**config.mk**
```make
export PLATFORM = sky130hd
export DESIGN_NAME = regfile_sb
export DESIGN_NICKNAME = d
export VERILOG_FILES = /design/src/rtl/regfile_pkg.sv /design/src/rtl/regfile_clear_seq.sv /design/src/rtl/regfile_sb.sv
export SDC_FILE = /design/constraint.sdc
export NUM_CORES = 1
export LEC_CHECK = 0
export CAP_MARGIN = 20
export CORE_ASPECT_RATIO = 1.1
export CORE_MARGIN = 8
export CORE_UTILIZATION = 50
export CTS_CLUSTER_SIZE = 40
export DETAILED_ROUTE_END_ITERATION = 8
export GPL_ROUTABILITY_DRIVEN = 0
export PLACE_DENSITY = 0.7
export SYNTH_ARGS = -nofsm -noshare
export SYNTH_HDL_FRONTEND = slang
export SYNTH_SLANG_ARGS = --single-unit
```
**constraint.sdc**
```tcl
create_clock -name clk -period 4.4 [get_ports clk]
set_input_delay 0.88 -clock clk [delete_from_list [all_inputs] [get_ports clk]]
set_output_delay 0.88 -clock clk [all_outputs]
set_load 0.05 [all_outputs]
```
**src/rtl/regfile_pkg.sv**
```systemverilog
// Shared types and constants for the scoreboarded register file.
// Optional same-cycle write-to-read bypass is enabled by defining REGFILE_BYPASS_EN.
package regfile_pkg;

  localparam int DATA_W_DEF  = 32;
  localparam int ADDR_W_DEF  = 4;
  localparam bit R0_ZERO_DEF = 1'b1;

  typedef enum logic {
    ST_IDLE  = 1'b0,
    ST_CLEAR = 1'b1
  } clr_state_e;

  function automatic int depth_of(input int aw);
    return int'(32'd1 << aw);
  endfunction

endpackage

```
**src/rtl/regfile_clear_seq.sv**
```systemverilog
// Soft-clear sequencer: walks every register address once, one per cycle.
module regfile_clear_seq
  import regfile_pkg::*;
#(
  parameter int ADDR_W = ADDR_W_DEF
) (
  input  logic              clk,
  input  logic              rst_n,
  input  logic              clr_req,
  output logic              clr_busy,
  output logic              clr_start,
  output logic              clr_we,
  output logic [ADDR_W-1:0] clr_addr
);

  clr_state_e        state_r;
  clr_state_e        state_nxt_s;
  logic [ADDR_W-1:0] cnt_r;
  logic [ADDR_W-1:0] cnt_nxt_s;

  // State and counter registers
  always_ff @(posedge clk) begin
    if (!rst_n) begin
      state_r <= ST_IDLE;
      cnt_r   <= {ADDR_W{1'b0}};
    end else begin
      state_r <= state_nxt_s;
      cnt_r   <= cnt_nxt_s;
    end
  end

  // Next-state and clear-write control; the counter wraps to zero on the terminal address
  always_comb begin
    state_nxt_s = state_r;
    cnt_nxt_s   = cnt_r;
    clr_start   = 1'b0;
    clr_we      = 1'b0;
    case (state_r)
      ST_IDLE: begin
        if (clr_req) begin
          state_nxt_s = ST_CLEAR;
          cnt_nxt_s   = {ADDR_W{1'b0}};
          clr_start   = 1'b1;
        end else begin
          state_nxt_s = ST_IDLE;
        end
      end
      ST_CLEAR: begin
        clr_we    = 1'b1;
        cnt_nxt_s = cnt_r + {{(ADDR_W-1){1'b0}}, 1'b1};
        if (&cnt_r) begin
          state_nxt_s = ST_IDLE;
        end else begin
          state_nxt_s = ST_CLEAR;
        end
      end
      default: begin
        state_nxt_s = ST_IDLE;
        cnt_nxt_s   = {ADDR_W{1'b0}};
      end
    endcase
  end

  assign clr_busy = (state_r == ST_CLEAR);
  assign clr_addr = cnt_r;

endmodule

```
**src/rtl/regfile_sb.sv**
```systemverilog
// Register file with pending-write scoreboard and soft clear.
// Define REGFILE_BYPASS_EN to forward writeback data to matching reads in the same cycle.
module regfile_sb
  import regfile_pkg::*;
#(
  parameter int DATA_W  = DATA_W_DEF,
  parameter int ADDR_W  = ADDR_W_DEF,
  parameter bit R0_ZERO = R0_ZERO_DEF
) (
  input  logic              clk,
  input  logic              rst_n,
  input  logic [ADDR_W-1:0] rd_addr_a,
  input  logic [ADDR_W-1:0] rd_addr_b,
  output logic [DATA_W-1:0] rd_data_a,
  output logic [DATA_W-1:0] rd_data_b,
  output logic              rd_busy_a,
  output logic              rd_busy_b,
  input  logic              wr_en,
  input  logic [ADDR_W-1:0] wr_addr,
  input  logic [DATA_W-1:0] wr_data,
  input  logic              rsv_en,
  input  logic [ADDR_W-1:0] rsv_addr,
  input  logic              clr_req,
  output logic              clr_busy
);

  localparam int DEPTH = depth_of(ADDR_W);

  logic [DATA_W-1:0] regs_r [0:DEPTH-1];
  logic [DEPTH-1:0]  pending_r;

  logic              clr_start_s;
  logic              clr_we_s;
  logic [ADDR_W-1:0] clr_addr_s;
  logic              wr_ok_s;
  logic              rsv_ok_s;

  regfile_clear_seq #(
    .ADDR_W (ADDR_W)
  ) u_clear_seq (
    .clk       (clk),
    .rst_n     (rst_n),
    .clr_req   (clr_req),
    .clr_busy  (clr_busy),
    .clr_start (clr_start_s),
    .clr_we    (clr_we_s),
    .clr_addr  (clr_addr_s)
  );

  assign wr_ok_s  = wr_en  && !clr_busy && !(R0_ZERO && (wr_addr  == {ADDR_W{1'b0}}));
  assign rsv_ok_s = rsv_en && !clr_busy && !(R0_ZERO && (rsv_addr == {ADDR_W{1'b0}}));

  // Data array and scoreboard; a same-address reservation overrides the write's pending clear
  always_ff @(posedge clk) begin
    if (!rst_n) begin
      for (int i = 0; i < DEPTH; i++) begin
        regs_r[i] <= {DATA_W{1'b0}};
      end
      pending_r <= {DEPTH{1'b0}};
    end else begin
      if (clr_we_s) begin
        regs_r[clr_addr_s] <= {DATA_W{1'b0}};
      end else if (wr_ok_s) begin
        regs_r[wr_addr] <= wr_data;
      end
      if (clr_start_s) begin
        pending_r <= {DEPTH{1'b0}};
      end else begin
        if (wr_ok_s) begin
          pending_r[wr_addr] <= 1'b0;
        end
        if (rsv_ok_s) begin
          pending_r[rsv_addr] <= 1'b1;
        end
      end
    end
  end

  // Combinational read ports
  always_comb begin
    rd_data_a = regs_r[rd_addr_a];
    rd_busy_a = pending_r[rd_addr_a];
    rd_data_b = regs_r[rd_addr_b];
    rd_busy_b = pending_r[rd_addr_b];
`ifdef REGFILE_BYPASS_EN
    if (wr_ok_s && (wr_addr == rd_addr_a)) begin
      rd_data_a = wr_data;
      rd_busy_a = (rsv_ok_s && (rsv_addr == rd_addr_a)) ? pending_r[rd_addr_a] : 1'b0;
    end else begin
      rd_data_a = regs_r[rd_addr_a];
    end
    if (wr_ok_s && (wr_addr == rd_addr_b)) begin
      rd_data_b = wr_data;
      rd_busy_b = (rsv_ok_s && (rsv_addr == rd_addr_b)) ? pending_r[rd_addr_b] : 1'b0;
    end else begin
      rd_data_b = regs_r[rd_addr_b];
    end
`endif
  end

endmodule
```
==> impl_results.md <==
- Main synth FF type: edfxtp_1
- Post-synthesis xor/xnor area fraction: 0.000322
- Routed len/inst: 30.1 um
- Die X-Extent: 238 um
- Clock Skew: 0.0152 ns
- Most area-hungry cell type in the Yosys netlist: edfxtp_1
- Critical path's slowest cell: nor2b_4
- Post-synth EDFFs: 512
- Largest net degree at the start of global routing: 70
- Layout Cells excl Fill: 2760
- Flops & latches, synth: 533
- Arrival @ worst endpoint: 3.00 ns
- Simple-Gate Fraction of Synth Area: 0.116
- Routed vias/inst: 6.76
- Total Routing Usage GR: 0.265
- Leak: 0.0105 uW
- Max Clock Freq: 258 MHz
- Design area: 31600 um2
- Main combinational cell family by area after synthesis: multiplexers
- Die Y: 261 um
- Minimum clock period: 3.88 ns
- Final ANT Viol Nets: 0
- Critical path's largest stage delay: 0.75 ns
- Pre-CTS setup slack: 0.569 ns
- Rel. slew slack: 0.339
- CTS Buf Count: 52
- Startpoint Class: input pin
- Share of the synthesized area in the top cell type: 0.565
- Core area: 53800 um2
- Worst hold slack: 0.454 ns
- Total gr overflow: 0
- Synthesized area per cell: 14.3 um2
- Post-synthesis sequential area ratio: 0.580
- PD cells: 382 nW/um2
- Max clock buf depth: 3
- Final nets: 2046
- TritonRoute pass-1 iters: 5
- Run status: finished, final reports clean
- Critical path buffers and inverters: 3
- Post-CTS sizing: 0
- CP endpoint kind: primary output
- Post-Synth Adder-Cell Area: 0.000460
- Post-Synthesis Cells: 1907
- Root Driver: clkbuf_16
- Remaining DRCs: 0
- CP Class: in2out
- CTS tree: yes
- Core Rows: 89
- Complex-gate fraction of the synthesized area: 0.0519
- ANT cells: 0
- CTS clk-pin slew, worst paths: 0.06 ns
- Share of layout cells above drive strength 1: 0.283
- DRT Wirelength: 83000 um
- Initial core utilization: 0.506
- Required @ worst endpoint: 3.52 ns
- Placed Area: 29900 um2
- Placed cells: 2665
- Most used cell, CP: buf_12
- Register area: 15800 um2
- Largest cells by area after synthesis: edfxtp_1 56%, mux4_2 22%, nor2_1 4.3%, a22oi_1 3.6%, nand2_1 2.1%
- Initial antenna violation count: 2
- Vias in the first global route: 19100
- IR Drop Worst-Case VDD: 0.268 mV
- Unique masters post-synth: 43
- CP delay by family, top: buffers and inverters
- Final setup vio count: 0
- DRT iter0 DRCs: 2644
- CTS H-tree depth: 2
- Clk_lat worst skew: 0.61 ns
- Clock sinks: 533
- Least-Margin Pin Slew: 0.988 ns
- Via count: 18600
- IO Port Bufs: 119
- Slew Limit Fails: 0
- Hold buffers post-CTS: 0
- Class of the worst hold path: reg2reg
- Worst setup margin: 0.517 ns
- Setup_tns: 0 ns
- Mux share of post-synthesis cell area: 0.219
- Worst path cell trace: clkdlybuf4s50_1 > nor2b_4 > buf_12 > a22oi_1 > nand2_1 > buf_12
- Critical Path Fanout Max: 17
- Synth warnings: 0
- Num ports: 120
- Max Cap Violations: 0
- RSZ-0062 raised after global routing: no
- Dpl hpwl: 49100 um
- Area growth, synth to finish: 16.1%
- Setup bufs post-CTS: 0
- Cell Area, Synth: 27200 um2
- Die area: 62200 um2
- Fill cells: 4014
- Fin. Hold Viols: 0
- Ys async rst share: 0
- Area taken by multi-input logic gates: 10900 um2
- First-pass GRT wire length: 122000 um
- Fin crit share: 0.882
[final cells by class]
class	count	share of cell area
clock buffer	65	0.0427
clock inverter	29	0.00954
tap	728	0.0288
multi-input combinational	1208	0.346
timing repair buffer	195	0.0732
sequential	533	0.500
inverter	2	0.000238
[worst reg2reg max path: cells and delay by family (launching register included)]
kind / cells / cell delay (ns)
AO/OA/AOI/OAI: 1 / 0.85
flip-flops: 1 / 0.56
AND/OR/NAND/NOR: 3 / 1.22
[through the flow]
| stage | util | total power (uW) |
|---|---|---|
| 3_5_place_dp | 0.557 | 7710 |
| 3_3_place_gp | 0.557 | 7680 |
| 5_1_grt | 0.588 | 12300 |
| 4_1_cts | 0.588 | 12100 |
| 2_1_floorplan | - | 6990 |
| 6_report | 0.588 | 12100 |
[cell usage after synthesis, types with 10 or more instances]
cell      number
edfxtp_1     512
o21ai_0       22
a22oi_1      132
and2_1        35
buf_1         10
nand2_1      155
buf_2         59
nor3_1        97
mux4_2       264
clkbuf_1     119
a21oi_1       19
nor2_2        60
nor2b_1       12
nor2_1       315
dfxtp_1       21
[cells by family after synthesis]
kind of cell | count (synthesis)
other | 1
adders and majority gates | 1
muxes | 265
and+or+nand+nor | 711
xor gates and xnor gates | 1
AOI/OAI and AO/OA | 198
buffers and inverters | 197
DFF | 533
[cells in the final DEF, fill, tap and decap left out, types with 3 or more instances in the layout]
| cell | count |
|---|---|
| clkbuf_16 | 52 |
| o21ai_4 | 10 |
| o211ai_1 | 6 |
| nor3_1 | 97 |
| nand2b_1 | 7 |
| conb_1 | 32 |
| nand4_1 | 3 |
| a21oi_1 | 19 |
| nand3_1 | 5 |
| mux4_2 | 264 |
| clkinv_2 | 6 |
| buf_12 | 57 |
| nand3b_1 | 5 |
| o21ai_0 | 15 |
| nor2b_4 | 4 |
| nor2_4 | 3 |
| nor3b_1 | 5 |
| clkbuf_1 | 13 |
| clkdlybuf4s50_1 | 48 |
| o21ai_2 | 3 |
| bufinv_16 | 6 |
| clkinv_1 | 12 |
| a22oi_1 | 132 |
| nor2b_1 | 8 |
| nor2_2 | 61 |
| and2_1 | 33 |
| nand2_1 | 153 |
| nor2_1 | 311 |
| edfxtp_1 | 512 |
| dfxtp_1 | 21 |
| and3_1 | 5 |
| buf_4 | 85 |
[flip-flops by register name, indices dropped and copies added, names as in the netlist]
signal / count
regs_r: 512
u_clear_seq.clr_busy: 1
u_clear_seq.clr_addr: 4
pending_r: 16
[report_power, final]
group | switching, uW | leakage, uW | internal [uW] | total, uW
combinational | 1060 | 0.00422 | 698 | 1760
clock | 1920 | 0.000799 | 2520 | 4440
sequential | 105 | 0.00546 | 5760 | 5860
[per-layer routing]
metal / GRT usage / vias up / wire, um
met1: 0.340 / 9471 / 29100
met2: 0.440 / 1401 / 40900
li1: - / 7554 / -
met5: 0 / - / 13
met4: 0.105 / 2 / 3150
met3: 0.0559 / 218 / 9930
[path summary, 6_finish.rpt]
check	end	start	depth (start not counted)	slack, ns
min reg2reg	pending_r[0]	pending_r[0]	2	0.45
max	rd_data_b[29]	rd_addr_b[3]	6	0.52
min	pending_r[0]	pending_r[0]	2	0.45
max reg2reg	regs_r[14][31]	u_clear_seq.clr_busy	4	1.49
No activity file was read; power rests on OpenSTA's default activity.
